$ cat config.mk
export PLATFORM = sky130hd
export DESIGN_NAME = wptr_full_ctrl
export DESIGN_NICKNAME = d
export VERILOG_FILES = /design/src/rtl/fifo_pkg.sv /design/src/rtl/gray2bin_conv.sv /design/src/rtl/wptr_full_ctrl.sv
export SDC_FILE = /design/constraint.sdc
export NUM_CORES = 1
export LEC_CHECK = 0
export BUFFER_PORTS_ARGS = -buffer_cell sky130_fd_sc_hd__buf_2
export CORE_MARGIN = 4
export CORE_UTILIZATION = 45
export DETAILED_ROUTE_END_ITERATION = 10
export PLACE_DENSITY = 0.67
export SLEW_MARGIN = 20
export SYNTH_ARGS = -nofsm -noshare
export SYNTH_HDL_FRONTEND = slang
export SYNTH_HIERARCHICAL = 1
export SYNTH_SLANG_ARGS = --single-unit
$ cat constraint.sdc
create_clock -name i_wclk -period 6.08 [get_ports i_wclk]
set_input_delay 0.912 -clock i_wclk [delete_from_list [all_inputs] [get_ports i_wclk]]
set_output_delay 0.912 -clock i_wclk [all_outputs]
set_load 0.02 [all_outputs]
$ cat src/rtl/fifo_pkg.sv
// Shared async-FIFO types and Gray/binary helpers used by both pointer controllers.
package fifo_pkg;

  localparam int unsigned FIFO_ADDR_WIDTH = 9;

  typedef logic [FIFO_ADDR_WIDTH:0] ptr_t;

  function automatic ptr_t bin2gray(input ptr_t bin);
    return (bin >> 1) ^ bin;
  endfunction

  function automatic ptr_t gray2bin(input ptr_t gray);
    ptr_t bin;
    bin[FIFO_ADDR_WIDTH] = gray[FIFO_ADDR_WIDTH];
    for (int i = int'(FIFO_ADDR_WIDTH) - 1; i >= 0; i--) begin
      bin[i] = bin[i+1] ^ gray[i];
    end
    return bin;
  endfunction

endpackage

$ cat src/rtl/gray2bin_conv.sv
// Combinational Gray-to-binary converter (prefix XOR from the MSB down).
module gray2bin_conv #(
  parameter int unsigned WIDTH = 4
) (
  input  logic [WIDTH-1:0] i_gray,
  output logic [WIDTH-1:0] o_bin
);

  always_comb begin
    o_bin = '0;
    o_bin[WIDTH-1] = i_gray[WIDTH-1];
    for (int i = int'(WIDTH) - 2; i >= 0; i--) begin
      o_bin[i] = o_bin[i+1] ^ i_gray[i];
    end
  end

endmodule

$ cat src/rtl/wptr_full_ctrl.sv
// Write-domain pointer, full/almost-full and occupancy controller for the async FIFO.
// Optional sticky overflow flag enabled by WPTR_OVERFLOW_FLAG_EN.
module wptr_full_ctrl
  import fifo_pkg::*;
#(
  parameter int unsigned ADDR_WIDTH   = FIFO_ADDR_WIDTH,
  parameter int unsigned AFULL_MARGIN = 4
) (
  input  logic                  i_wclk,
  input  logic                  i_wrst_n,
  input  logic                  i_winc,
  input  logic [ADDR_WIDTH:0]   i_wq2_rptr,
  output logic [ADDR_WIDTH-1:0] o_waddr,
  output logic [ADDR_WIDTH:0]   o_wptr,
  output logic                  o_wfull,
  output logic                  o_walmost_full,
  output logic [ADDR_WIDTH:0]   o_wcount
`ifdef WPTR_OVERFLOW_FLAG_EN
  ,
  output logic                  o_woverflow
`endif
);

  localparam int unsigned PW    = ADDR_WIDTH + 1;
  localparam int unsigned DEPTH = 1 << ADDR_WIDTH;
  localparam logic [ADDR_WIDTH:0] AFULL_LEVEL = PW'(DEPTH - AFULL_MARGIN);

  logic [ADDR_WIDTH:0] r_wbin;
  logic [ADDR_WIDTH:0] r_wptr;
  logic                r_wfull;
  logic                r_walmost_full;
  logic [ADDR_WIDTH:0] r_wcount;

  logic                w_wpush;
  logic [ADDR_WIDTH:0] w_wbinnext;
  logic [ADDR_WIDTH:0] w_wgraynext;
  logic [ADDR_WIDTH:0] w_rbin;
  logic [ADDR_WIDTH:0] w_wcount_next;
  logic                w_wfull_next;
  logic                w_walmost_full_next;

  gray2bin_conv #(
    .WIDTH (PW)
  ) u_rptr_g2b (
    .i_gray (i_wq2_rptr),
    .o_bin  (w_rbin)
  );

  assign w_wpush     = i_winc & ~r_wfull;
  assign w_wbinnext  = r_wbin + PW'(w_wpush);
  assign w_wgraynext = (w_wbinnext >> 1) ^ w_wbinnext;

  // Full when the write pointer has lapped the read pointer by exactly one depth.
  assign w_wfull_next = (w_wgraynext ==
                         {~i_wq2_rptr[ADDR_WIDTH:ADDR_WIDTH-1], i_wq2_rptr[ADDR_WIDTH-2:0]});

  assign w_wcount_next       = w_wbinnext - w_rbin;
  assign w_walmost_full_next = (w_wcount_next >= AFULL_LEVEL);

  always_ff @(posedge i_wclk or negedge i_wrst_n) begin
    if (!i_wrst_n) begin
      r_wbin         <= '0;
      r_wptr         <= '0;
      r_wfull        <= 1'b0;
      r_walmost_full <= 1'b0;
      r_wcount       <= '0;
    end else begin
      r_wbin         <= w_wbinnext;
      r_wptr         <= w_wgraynext;
      r_wfull        <= w_wfull_next;
      r_walmost_full <= w_walmost_full_next;
      r_wcount       <= w_wcount_next;
    end
  end

`ifdef WPTR_OVERFLOW_FLAG_EN
  logic r_woverflow;

  always_ff @(posedge i_wclk or negedge i_wrst_n) begin
    if (!i_wrst_n) begin
      r_woverflow <= 1'b0;
    end else begin
      r_woverflow <= r_woverflow | (i_winc & r_wfull);
    end
  end

  assign o_woverflow = r_woverflow;
`endif

  assign o_waddr        = r_wbin[ADDR_WIDTH-1:0];
  assign o_wptr         = r_wptr;
  assign o_wfull        = r_wfull;
  assign o_walmost_full = r_walmost_full;
  assign o_wcount       = r_wcount;

endmodule

==> flow_summary.yaml <==
grt:
  grt_pass1_wl_um: 8270
  grt_max_degree: 32
  grt_pass1_vias: 1722
  antenna_found_initial: 0
  grt_remaining_overflow: 0
  track_usage_pct: 17.4
worst_hold_path:
  holdPathStages: 1
  worstHoldStart: "r_wbin[8]"
  min_to: "r_wbin[8]"
  min_path_type: "flip-flop to flip-flop"
layout:
  drive_gt1_share_pct: 22.1
  nFillCells: 415
  antenna_cells: 0
  syn_to_final_growth_pct: 15.2
  nets: 277
floorplan:
  die_x_um: 76.3
  coreArea_sq_mm: 0.00444
  num_rows: 24
  pin_count: 44
  initial_utilization_pct: 47.3
  die_area_sq_mm: 0.00583
  die_h_um: 76.3
yosys:
  synthTopCellsByCount: "31 x dfrtp_1, 20 x xnor2_1, 20 x xor2_1"
  yosysSeqAreaShare_pct: 36.9
  avgSynthCellArea_sq_um: 10.1
  synth_compound_area_share_pct: 13.9
  synth_xor_area_share_pct: 21.2
  ys.flop_type: "dfrtp_1"
  synth-seq-cells: 31
  syn-num-nets: 233
  async_reset_ff_share_pct: 100
  yosys.area_share.simple_pct: 15.2
  synth_top_cell_by_area: "dfrtp_1"
  ys.warnings.count: 6
  yosysMostFrequentCell: "dfrtp_1"
  synth_mux_area_share_pct: 0
  synth_cell_types: 58
  synth_cells: 208
  synthTopCellsByArea: "dfrtp_1 37%, xnor2_1 8.3%, xor2_1 8.3%"
  synth_area_sq_mm: 0.00210
  synthAdderAreaFrac_pct: 7.50
  synth_edf_count: 0
  synth_top_family_by_area: "XOR/XNOR gates"
  synth_top_area_share_pct: 36.9
pwr:
  switching_share_pct: 47.1
  power_frac_seq_pct: 27.0
  ir_worst_vdd_uv: 327
  combinationalPowerShare_pct: 61.4
  p_switching_w: 0.000621
  pwr-share-clk_pct: 11.6
  power_density_mw_per_mm2: 545
  intPower_w: 0.000698
  total_leakage_power_nw: 1.19
worst_setup_path:
  cp_max_fo: 5
  cp.arrival_ns: 3.95
  crit_required_ns: 6.24
  r2r_slack_ns: 2.73
  path_class: "input pin to flip-flop"
  r2r_start: "o_wfull"
  worst_setup_path_end_kind: "flip-flop"
  rr_worst_depth: 12
  r2r-end: "o_walmost_full"
  cp-start-kind: "input pin"
place:
  pre_cts_slack_ns: 2.02
  io_buffers: 43
  hpwlAfterDp_um: 3510
  place_congestion: 0.861
cts:
  cts_sinks: 31
  cts_tree: "built"
  post_cts_buffers: 0
  ctsHoldBuffers: 0
  cts_resized: 0
  cts-root-buf: "clkbuf_8"
  cts_max_path_buffers: 2
  clock_latency_ns: 0.27
  cts_buffers: 5
  htreeDepth: 2
  clkTransAtPathRegs_ns: 0.06
sta:
  finClkSkew_ns: 0.00450
  setup_viol: 0
  slew_violations: 0
  max-slew-margin-rel_pct: 53.7
  max_freq_ghz: 0.264
  tns_ns: 0
  worst_slew_pin_slew_ns: 0.695
  timing.final.crit_share_pct: 62.2
  layout_setup_ws_ns: 2.30
  rsz0062_at_grt: "false"
  fin_crit_ns: 3.78
  finalHoldViolations: 0
route:
  ant_nets: 0
  route.detailed.drc: 0
  vias_per_cell: 5.65
  routedWlPerCell_um: 15.2
  dr.pass1.iters: 4
  vias: 1724
  first_iter_violations: 101
  wirelength_um: 4640
flow_run:
  cap_violations: 0
run_status:
  status: "completed"
## how the worst max path moves through the flow
| stage | from | slack (ns) | end |
|---|---|---|---|
| floorplan | i_wq2_rptr[8] | 2.36 | o_walmost_full |
| detailed placement | i_wq2_rptr[8] | 2.02 | o_walmost_full |
| global placement | i_wq2_rptr[8] | 2.07 | o_walmost_full |
| finish | i_wq2_rptr[8] | 2.30 | o_walmost_full |
| CTS | i_wq2_rptr[8] | 2.31 | o_walmost_full |
| global route | i_winc | 2.12 | o_walmost_full |
## cell families after synthesis
group	count (synthesis)
xor+xnor	44
flops	31
buf+inv	25
compound gates	41
fa+ha+maj	12
simple gates	55
## cells in the final DEF, fill, tap and decap left out, types with 3 or more instances in the layout
cell type   n
a211oi_1    3
a21oi_1     8
and3_1      3
buf_2      43
clkbuf_8    5
dfrtp_1    31
ha_1       11
inv_1      19
nand2_1     7
nand3_1     7
nand4_1     3
nor2_1     10
nor3_1      4
o21ai_0     6
o22ai_1     3
xnor2_1    20
xor2_1     20
## critical path, stage by stage
cell and delay [ns]:
buf_2 0.13, xor3_2 0.49, xnor3_2 0.45, xnor2_1 0.18, ha_1 0.18, inv_1 0.06
fa_1 0.42, a211oi_1 0.23, nor2_1 0.11, o31ai_1 0.32, a21oi_1 0.13, xor2_1 0.17
a41o_1 0.18
## power by group through the flow
stage                     sequential [W]  combinational, W  clock [W]
after global placement          0.000360          0.000795          0
final                           0.000356          0.000810   0.000154
after CTS                       0.000356          0.000812   0.000159
after detailed placement        0.000358          0.000801          0
after floorplan                 0.000440          0.000526          0
after global routing            0.000372          0.000900   0.000170
## layout make-up
class | instances | area, sq um | share of cell area [%]
multi-input cells | 152 | 1210 | 50.1
flip-flops and latches | 31 | 776 | 32.0
repair buffers | 43 | 215 | 8.88
clock buffers | 7 | 76.3 | 3.15
inverters | 19 | 71.3 | 2.94
well taps | 52 | 65.1 | 2.69
clock inverters | 1 | 5.00 | 0.207
## per-stage QoR
stage / total power (W) / utilization (%) / hold slack (ns) / cells / cell area [sq um]
2_1_floorplan: 0.000965 / - / 0.616 / 208 / 2100
4_1_cts: 0.00133 / 54.5 / 0.614 / 305 / 2420
6_report: 0.00132 / 54.5 / 0.618 / 305 / 2420
3_5_place_dp: 0.00116 / 52.7 / 0.603 / 297 / 2340
3_3_place_gp: 0.00115 / 52.7 / 0.601 / 297 / 2340
5_1_grt: 0.00144 / 54.5 / 0.650 / 305 / 2420
## routing by layer
layer	wire length (um)	global-route usage [%]	up-vias
li1	-	-	826
met1	1990	22.2	831
met2	2290	28.5	57
met3	294	5.20	10
met4	71	5.07	0
met5	0	0	-
## registers in the layout, summed over array words and instances, names as in the netlist
signal          flops
o_wfull             1
o_wptr              9
o_wcount           10
r_wbin             10
o_walmost_full      1
(Power assumes the default switching activity.)
